$ cat config.mk
export PLATFORM = sky130hd
export DESIGN_NAME = axis_pkt_fifo
export DESIGN_NICKNAME = d
export VERILOG_FILES = /design/src/rtl/axis_fifo_pkg.sv /design/src/rtl/axis_fifo_mem.sv /design/src/rtl/axis_pkt_fifo.sv
export SDC_FILE = /design/constraint.sdc
export NUM_CORES = 1
export LEC_CHECK = 0
export CAP_MARGIN = 25
export CORE_ASPECT_RATIO = 0.8
export CORE_MARGIN = 3
export CORE_UTILIZATION = 25
export CTS_CLUSTER_SIZE = 24
export DETAILED_ROUTE_END_ITERATION = 12
export PLACE_DENSITY = 0.47
export SYNTH_ARGS = -nofsm -noshare
export SYNTH_HDL_FRONTEND = slang
export SYNTH_SLANG_ARGS = --single-unit
$ cat constraint.sdc
create_clock -name axis_clk -period 3.84 [get_ports axis_clk]
set_clock_uncertainty 0.15 [all_clocks]
set_input_delay 0.576 -clock axis_clk [delete_from_list [all_inputs] [get_ports axis_clk]]
set_output_delay 0.576 -clock axis_clk [all_outputs]
set_load 0.005 [all_outputs]
$ cat src/rtl/axis_fifo_pkg.sv
// Shared definitions for the single-clock AXI4-Stream packet FIFO:
// buffering-mode constants and helpers that derive beat widths from tdata width.
package axis_fifo_pkg;

  typedef enum int {
    CUT_THROUGH = 0,
    STORE_FWD   = 1
  } pkt_mode_e;

  localparam int BYTE_WDTH = 8;

  function automatic bit is_legal_data_wdth(input int wdth);
    return (wdth == 8) || (wdth == 16) || (wdth == 32) || (wdth == 64);
  endfunction

  function automatic int keep_wdth(input int data_wdth);
    return data_wdth / BYTE_WDTH;
  endfunction

  // One stored entry is {tlast, tkeep, tdata}.
  function automatic int beat_wdth(input int data_wdth);
    return 1 + keep_wdth(data_wdth) + data_wdth;
  endfunction

endpackage

$ cat src/rtl/axis_fifo_mem.sv
// Register-array storage for the stream FIFO: synchronous write and
// asynchronous read, so the head entry is available without a read cycle.
module axis_fifo_mem #(
  parameter int ADDR_WDTH = 4,
  parameter int WDTH      = 10
) (
  input  logic                 clk,
  input  logic                 wr_en,
  input  logic [ADDR_WDTH-1:0] wr_addr,
  input  logic [WDTH-1:0]      wr_data,
  input  logic [ADDR_WDTH-1:0] rd_addr,
  output logic [WDTH-1:0]      rd_data
);

  localparam int DEPTH = 2 ** ADDR_WDTH;

  logic [WDTH-1:0] mem_q [DEPTH];

  // NOTE: the array has no reset; the pointers alone decide which entries are
  // live, so contents never need a defined value.
  always_ff @(posedge clk) begin
    if (wr_en) begin
      mem_q[wr_addr] <= wr_data;
    end
  end

  assign rd_data = mem_q[rd_addr];

endmodule

$ cat src/rtl/axis_pkt_fifo.sv
// Single-clock AXI4-Stream FIFO with TLAST/TKEEP transport, optional
// store-and-forward packet mode, fill level, almost flags and synchronous flush.
module axis_pkt_fifo
  import axis_fifo_pkg::*;
#(
  parameter int ADDR_WDTH     = 4,
  parameter int DATA_WDTH     = 8,
  parameter int PKT_MODE      = 0,
  parameter int AFULL_THRESH  = 2 ** ADDR_WDTH - 2,
  parameter int AEMPTY_THRESH = 2
) (
  input  logic                   axis_clk,
  input  logic                   axis_aresetn,
  input  logic                   flush,
  input  logic [DATA_WDTH-1:0]   s_axis_tdata,
  input  logic [DATA_WDTH/8-1:0] s_axis_tkeep,
  input  logic                   s_axis_tlast,
  input  logic                   s_axis_tvalid,
  output logic                   s_axis_tready,
  output logic [DATA_WDTH-1:0]   m_axis_tdata,
  output logic [DATA_WDTH/8-1:0] m_axis_tkeep,
  output logic                   m_axis_tlast,
  output logic                   m_axis_tvalid,
  input  logic                   m_axis_tready,
  output logic [ADDR_WDTH:0]     level,
  output logic [ADDR_WDTH:0]     pkt_cnt,
  output logic                   almost_full,
  output logic                   almost_empty
);

  localparam int KEEP_WDTH = keep_wdth(DATA_WDTH);
  localparam int LVL_WDTH  = ADDR_WDTH + 1;
  localparam bit CUT_THRU  = (PKT_MODE == int'(CUT_THROUGH));

  localparam logic [LVL_WDTH-1:0] AFULL_LVL  = LVL_WDTH'(AFULL_THRESH);
  localparam logic [LVL_WDTH-1:0] AEMPTY_LVL = LVL_WDTH'(AEMPTY_THRESH);
  localparam logic [LVL_WDTH-1:0] LVL_ONE    = LVL_WDTH'(1);

  if (!is_legal_data_wdth(DATA_WDTH)) begin : g_bad_data_wdth
    $fatal(1, "axis_pkt_fifo: DATA_WDTH must be 8, 16, 32 or 64");
  end

  typedef struct packed {
    logic                 tlast;
    logic [KEEP_WDTH-1:0] tkeep;
    logic [DATA_WDTH-1:0] tdata;
  } beat_t;

  logic [LVL_WDTH-1:0] wr_ptr_q, wr_ptr_d;
  logic [LVL_WDTH-1:0] rd_ptr_q, rd_ptr_d;
  logic [LVL_WDTH-1:0] level_q, level_d;
  logic [LVL_WDTH-1:0] pkt_cnt_q, pkt_cnt_d;
  logic                almost_full_q, almost_full_d;
  logic                almost_empty_q, almost_empty_d;
  logic                s_ready_en_q, s_ready_en_d;

  logic  empty, full, wr_en, rd_en, pkt_in, pkt_out;
  beat_t wr_beat, rd_beat;

  assign empty = (wr_ptr_q == rd_ptr_q);
  assign full  = (wr_ptr_q[ADDR_WDTH] != rd_ptr_q[ADDR_WDTH]) &&
                 (wr_ptr_q[ADDR_WDTH-1:0] == rd_ptr_q[ADDR_WDTH-1:0]);

  // Input side stays closed until the first edge after reset release.
  assign s_axis_tready = s_ready_en_q & ~full & ~flush;
  // A full FIFO releases its head even without a complete packet, so an
  // oversized packet cannot deadlock the store-and-forward mode.
  assign m_axis_tvalid = ~empty & (CUT_THRU | (pkt_cnt_q != '0) | full);

  assign wr_en   = s_axis_tvalid & s_axis_tready;
  assign rd_en   = m_axis_tvalid & m_axis_tready;
  assign pkt_in  = wr_en & s_axis_tlast;
  // Gated so a force-released packet whose tlast leaves early cannot underflow.
  assign pkt_out = rd_en & rd_beat.tlast & (pkt_cnt_q != '0);

  assign wr_beat = '{tlast: s_axis_tlast, tkeep: s_axis_tkeep, tdata: s_axis_tdata};

  axis_fifo_mem #(
    .ADDR_WDTH (ADDR_WDTH),
    .WDTH      ($bits(beat_t))
  ) u_mem (
    .clk     (axis_clk),
    .wr_en   (wr_en),
    .wr_addr (wr_ptr_q[ADDR_WDTH-1:0]),
    .wr_data (wr_beat),
    .rd_addr (rd_ptr_q[ADDR_WDTH-1:0]),
    .rd_data (rd_beat)
  );

  // NOTE: every variable gets a default before any branch, so no path
  // leaves one unassigned and no latch is inferred.
  always_comb begin
    wr_ptr_d     = wr_ptr_q + LVL_WDTH'(wr_en);
    rd_ptr_d     = rd_ptr_q + LVL_WDTH'(rd_en);
    level_d      = level_q;
    pkt_cnt_d    = pkt_cnt_q;
    s_ready_en_d = 1'b1;

    if (wr_en && !rd_en) begin
      level_d = level_q + LVL_ONE;
    end else if (!wr_en && rd_en) begin
      level_d = level_q - LVL_ONE;
    end

    if (pkt_in && !pkt_out) begin
      pkt_cnt_d = pkt_cnt_q + LVL_ONE;
    end else if (!pkt_in && pkt_out) begin
      pkt_cnt_d = pkt_cnt_q - LVL_ONE;
    end

    if (flush) begin
      wr_ptr_d  = '0;
      rd_ptr_d  = '0;
      level_d   = '0;
      pkt_cnt_d = '0;
    end

    almost_full_d  = (level_d >= AFULL_LVL);
    almost_empty_d = (level_d <= AEMPTY_LVL);
  end

  // NOTE: state updates use non-blocking assignments so every flop samples
  // the pre-edge values, independent of statement order.
  always_ff @(posedge axis_clk or negedge axis_aresetn) begin
    if (!axis_aresetn) begin
      wr_ptr_q       <= '0;
      rd_ptr_q       <= '0;
      level_q        <= '0;
      pkt_cnt_q      <= '0;
      almost_full_q  <= 1'b0;
      almost_empty_q <= 1'b1;
      s_ready_en_q   <= 1'b0;
    end else begin
      wr_ptr_q       <= wr_ptr_d;
      rd_ptr_q       <= rd_ptr_d;
      level_q        <= level_d;
      pkt_cnt_q      <= pkt_cnt_d;
      almost_full_q  <= almost_full_d;
      almost_empty_q <= almost_empty_d;
      s_ready_en_q   <= s_ready_en_d;
    end
  end

  assign m_axis_tdata = rd_beat.tdata;
  assign m_axis_tkeep = rd_beat.tkeep;
  assign m_axis_tlast = rd_beat.tlast;
  assign level        = level_q;
  assign pkt_cnt      = pkt_cnt_q;
  assign almost_full  = almost_full_q;
  assign almost_empty = almost_empty_q;

endmodule

; Word-level counts from Yosys, hierarchy flattened
; Memory sizes are Yosys's and may differ from the RTL's.
; Cells that the tools add are included.
[totals]
register_bits = 23
ramBits = 160
in_bits = 15
output_inout_bits = 24
wordCells = 50
n_memories = 1
[op_classes]
n_addsub = 6
order_cmp = 2
eq_ne = 3
n_mux = 10
bitwise = 10
n_reduce_logical = 11
[mem_list]
columns = memory, words, word_bits, rd, rd_ports_with_merged_regs, wr, line_no
row1 = u_mem.mem_q, 16, 10, 1, 0, 1, axis_fifo_mem.sv:17  ; logic [WDTH-1:0] mem_q [DEPTH];
[op_table]
columns = op, count
row1 = 2-to-1 mux 5 bit, 8
row2 = adder 5 x 1 -> 5 bit, 2
row3 = adder 5 x 1 -> 5 bit (second input constant), 2
row4 = subtractor 5 x 1 -> 5 bit (second input constant), 2
row5 = bitwise AND 1 bit, 7
row6 = == test 5 bit, 1
row7 = greater-or-equal comparator 5 x 4 -> 1 bit (second input constant), 1
row8 = less-or-equal comparator 5 x 2 -> 1 bit (second input constant), 1
row9 = logical AND 1 bit, 5
row10 = nonzero test 5 bit, 1
row11 = == test 4 bit, 1
row12 = zero test 1 bit, 4
row13 = inverter 1 bit, 3
row14 = nonzero test 3 bit, 1
row15 = 2-to-1 mux 1 bit, 2
row16 = inequality test 1 bit, 1

; Logic depth before layout (Yosys ltp)
[logic_depth]
word_depth = 12
ltp_mapped = 13
depth_no_buf = 11

; By module
; Synthesis repeated with hierarchy kept, for this count alone.
[hier_totals]
cells_unflattened = 427
area_unflattened_um2 = 7686.1
[modules_own_cells]
columns = module, n_inst, cells_per_inst, area_each_um2, seq_area_each_um2
row1 = axis_fifo_mem, 1, 269, 6153.4, 4804.6
row2 = axis_pkt_fifo, 1, 158, 1532.7, 576.8

; Worst setup path before layout
; No wires, ideal clock.
[synth_timing]
path_type = register to register
startpoint = reg rd_ptr_q[0]
endpoint = reg pkt_cnt_q[4] (netlist: pkt_cnt[4])
setup_ns = 0.128
arrival_time_ns = 2.859
required_ns = 3.562
slack_ns = 0.703
path_stages_with_launch = 14
path_buffers = 2
synth_period_minus_slack_ns = 3.137
path_cell_list = dfrtp_1 > buf_6 > buf_6 > xnor2_2 > nand4_2 > or2_1 > o2111ai_2 > nand3_1 > fa_1 > a21o_1 > a21oi_1 > nor2_1 > mux2i_1 > mux2_1
[synth_via]
elab_cells_between_ends = 20
cone_classes = 2 x eq/ne / 2 x mux / 9 x bitwise / 6 x reduce/logical / 1 x memory
[synth_lines]
columns = element, line_no
row1 = "start, declared", axis_pkt_fifo.sv:50  ; logic [LVL_WDTH-1:0] rd_ptr_q, rd_ptr_d;
row2 = "start signal, assigned", axis_pkt_fifo.sv:135  ; rd_ptr_q <= rd_ptr_d;
row3 = == test 5 bit (*), axis_pkt_fifo.sv:60  ; assign empty = (wr_ptr_q == rd_ptr_q);
row4 = inverter 1 bit (*), axis_pkt_fifo.sv:68  ; assign m_axis_tvalid = ~empty & (CUT_THRU | (pkt_cnt_q != '0) | full);
row5 = named net m_axis_tvalid, axis_pkt_fifo.sv:23  ; output logic m_axis_tvalid,
row6 = bitwise AND 1 bit (*), axis_pkt_fifo.sv:71  ; assign rd_en = m_axis_tvalid & m_axis_tready;
row7 = bitwise AND 1 bit (*) (2 in series), axis_pkt_fifo.sv:74  ; assign pkt_out = rd_en & rd_beat.tlast & (pkt_cnt_q != '0);
row8 = zero test 1 bit, axis_pkt_fifo.sv:105  ; if (pkt_in && !pkt_out) begin
row9 = logical AND 1 bit, axis_pkt_fifo.sv:105
row10 = 2-to-1 mux 5 bit, axis_pkt_fifo.sv:105
row11 = 2-to-1 mux 5 bit, axis_pkt_fifo.sv:111  ; if (flush) begin
row12 = "end signal, assigned", axis_pkt_fifo.sv:137  ; pkt_cnt_q <= pkt_cnt_d;
row13 = "end, declared", axis_pkt_fifo.sv:52  ; logic [LVL_WDTH-1:0] pkt_cnt_q, pkt_cnt_d;
; The timed path passes the listed nets; every way through them passes the cells marked *.
; A chain may end at the register's enable or synchronous reset.

; Final worst setup path
[layout_timing]
startpoint = reg rd_ptr_q[0]
endpoint = out m_axis_tdata[0]
[layout_via]
elab_chain_cells = 1
[layout_rtl]
columns = element, line_no
row1 = memory (16 x 10 bit), --
row2 = "end, declared", axis_pkt_fifo.sv:20  ; output logic [DATA_WDTH-1:0] m_axis_tdata,
; No other way between the ends.

==> metrics <==
Synth Flop Type=edfxtp_1; routed len/inst=19.5 um; vias post-DR=4036; total gr overflow=0; clk root buf=clkbuf_16; Hold Vio Cnt, Final=0; Leak=3.14 nW; initial antenna violation count=0; die area=33000 um2; minimum hold slack=365 ps; worst-path cell chain=buf_4, mux4_2, mux4_2, clkdlybuf4s50_1; final WL=17700 um; Max Cap Violations=0; CTS tree=built; peak supply drop=266 uV; status=finished clean; unrepaired setup endpoints after global routing=no; Startpoint Class=flip-flop; Slew Limit Fails=0; maximum root-to-sink buffer count=2; post-CTS setup buffer count=0; Least-Margin Pin Slew=570 ps; port bufs=38; Final Power=4.41 mW; die width=202 um; critical path depth in cells=4; CTS clk-pin slew, worst paths=80 ps; Setup WS post-layout=257 ps; R2R Path Start=rd_ptr_q[0]$_DFF_PN0_; FF-to-FF setup slack=360 ps; global-route wire length before repair=26800 um; Worst Setup End Kind=output port; sequential element share of the synthesized area=0.697; Layout fillers=2918; IO Pins=39; ant diodes=0; Synth Area per Inst=18.6 um2; leading area contributor after synthesis=edfxtp_1; post-layout net count=516; ANT nets after route=0; Hold Path Class=in2async; fin crit period=3580 ps; number of synthesized register bits=183; TritonRoute pass-1 iters=4; H-Tree Depth=4; Post-synth EDFFs=160; fmax=279 MHz; slowest stage delay, CP=570 ps; Worst Path Max Fanout=14; Top Family by Delay on Critical Path=multiplexers; Worst Path Buf+Inv=2; Tcrit/Tclk final=0.933; number of global-route vias before repair=4178; syn nets=440; final RePlAce weighted congestion=0.747; Starting Density=0.259; hpwl dp=11800 um; clk sinks=183; DRC Markers=0; slowest cell on the critical path=mux4_2; top area cells in the synthesized netlist=edfxtp_1 62%, mux4_2 14%, dfrtp_1 7.1%; Final setup violation count=0; Crit path required time=3110 ps; Placement Rows=56; number of gates resized after cts=0; layout cells sized above 1=0.278; Die Y=163 um; Synth top area share=0.622; setup TNS=0 ps; max_slew headroom=0.618; CTS buffer count=17; clk_lat worst skew=430 ps; kind of critical path=reg2out; Area growth syn-to-layout=22.7%; Yosys cell types=55; DR vias/cell=4.44; Post-synth ARST share=0.126; CP Data Arrival Time=2860 ps; reg2reg path depth=12; CTS Hold Buffers Added=0; worst r2r dst=pkt_cnt[4]$_DFFE_PN0P_; pre-CTS setup slack=385 ps; yosys warns=0; synthesized cell area=7720 um2; Core Region=29800 um2; cell repeated most along the worst path=mux4_2; pin count of the biggest net entering global routing=31; drt initial violations=264; Mapped Cells=414; overall routing resource usage=0.109; PwrDens=466 nW/um2
## cells in the final DEF, fill, tap and decap left out, types with 3 or more instances in the layout
| cell type | n |
|---|---|
| clkdlybuf4s50_1 | 38 |
| buf_4 | 41 |
| nand3_1 | 11 |
| inv_1 | 6 |
| edfxtp_1 | 160 |
| clkinv_8 | 4 |
| dfrtp_1 | 21 |
| xor2_1 | 6 |
| nor2b_1 | 9 |
| nor3_2 | 3 |
| nand2_1 | 7 |
| a21oi_1 | 3 |
| mux2i_1 | 10 |
| mux4_2 | 49 |
| inv_6 | 3 |
| nor2_1 | 28 |
| clkbuf_16 | 17 |
| xnor2_1 | 11 |
| nor4_2 | 3 |
| nand2b_1 | 5 |
| nor3_1 | 3 |
| ha_1 | 10 |
| mux2_1 | 4 |
| inv_8 | 4 |
## Yosys cell counts, drive strengths merged, types with 2 or more instances
master and count:
nor2 28, inv 7, nand3 11, a211oi 2, edfxtp 160, nand2 7, nor2b 9, o211ai 2
and3 2, xor2 6, clkbuf 11, ha 10, nand3b 2, nand2b 5, nor4 3, nand4 2
o21ai 2, a21oi 3, dfrtp 22, buf 12, xnor2 13, nor3b 2, o2111ai 2, mux4 49
mux2 5, mux2i 10, o31ai 2, a31oi 2, nor3 6
## worst max-delay path by stage
stage	endpoint	from
final	m_axis_tdata[0]	rd_ptr_q[0]$_DFF_PN0_
after global routing	m_axis_tdata[6]	rd_ptr_q[0]$_DFF_PN0_
after CTS	m_axis_tdata[7]	rd_ptr_q[0]$_DFF_PN0_
after detailed placement	pkt_cnt[4]$_DFFE_PN0P_	rd_ptr_q[0]$_DFF_PN0_
after global placement	pkt_cnt[4]$_DFFE_PN0P_	rd_ptr_q[0]$_DFF_PN0_
after floorplan	pkt_cnt[4]$_DFFE_PN0P_	rd_ptr_q[0]$_DFF_PN0_
## power breakdown
part	internal (mW)	total, mW	switching, mW
registers	2.19	2.22	0.0297
logic	0.217	0.418	0.201
clock network	0.938	1.78	0.838
total	3.34	4.41	1.07
## final cells by class
cell class | instances | area, um2 | area share
well taps | 406 | 508 | 0.0536
inverters | 7 | 26.3 | 0.00277
repair buffers | 80 | 699 | 0.0739
clock buffers | 17 | 425 | 0.0449
flip-flops and latches | 183 | 5380 | 0.568
clock inverters | 15 | 184 | 0.0194
multi-input cells | 201 | 2240 | 0.237
## through the flow
step                area (um2)  utilization  instances
finish                    9470        0.317        909
floorplan                 7720            -        414
detailed placement        8860        0.297        877
CTS                       9470        0.317        909
global placement          8860        0.297        877
global route              9470        0.317        909
## metal layers
metal,track usage,vias to the layer above,wire (um)
met1,0.158,2147,8630
met4,0.0302,0,184
li1,-,1811,-
met5,0,-,0
met3,0.0179,13,517
met2,0.171,65,8370
## state kept, by name, summed over array words and instances (netlist names)
name / cells
u_mem.mem_q: 160
level: 5
pkt_cnt: 5
rd_ptr_q: 5
wr_ptr_q: 5
almost_empty: 1
almost_full: 1
s_ready_en_q: 1
## cell families (layout without fill, tap and decap cells)
group	after synthesis	count (layout)	share of synthesized area
flops	183	183	0.697
fa+ha+maj	11	11	0.0188
mux	64	64	0.163
compound gates	22	22	0.0229
buf+inv	30	119	0.0175
other cells	1	1	0.000486
simple gates	84	84	0.0566
xor+xnor	19	19	0.0235
## worst register-to-register path: cells and delay by family (launching register included)
family | cells | cell delay (ps)
flops | 1 | 470
fa+ha+maj | 1 | 480
buf+inv | 1 | 350
xor+xnor | 1 | 170
compound gates | 3 | 540
simple gates | 4 | 730
mux | 2 | 490
Note: power is estimated with default switching activity, not from simulation.
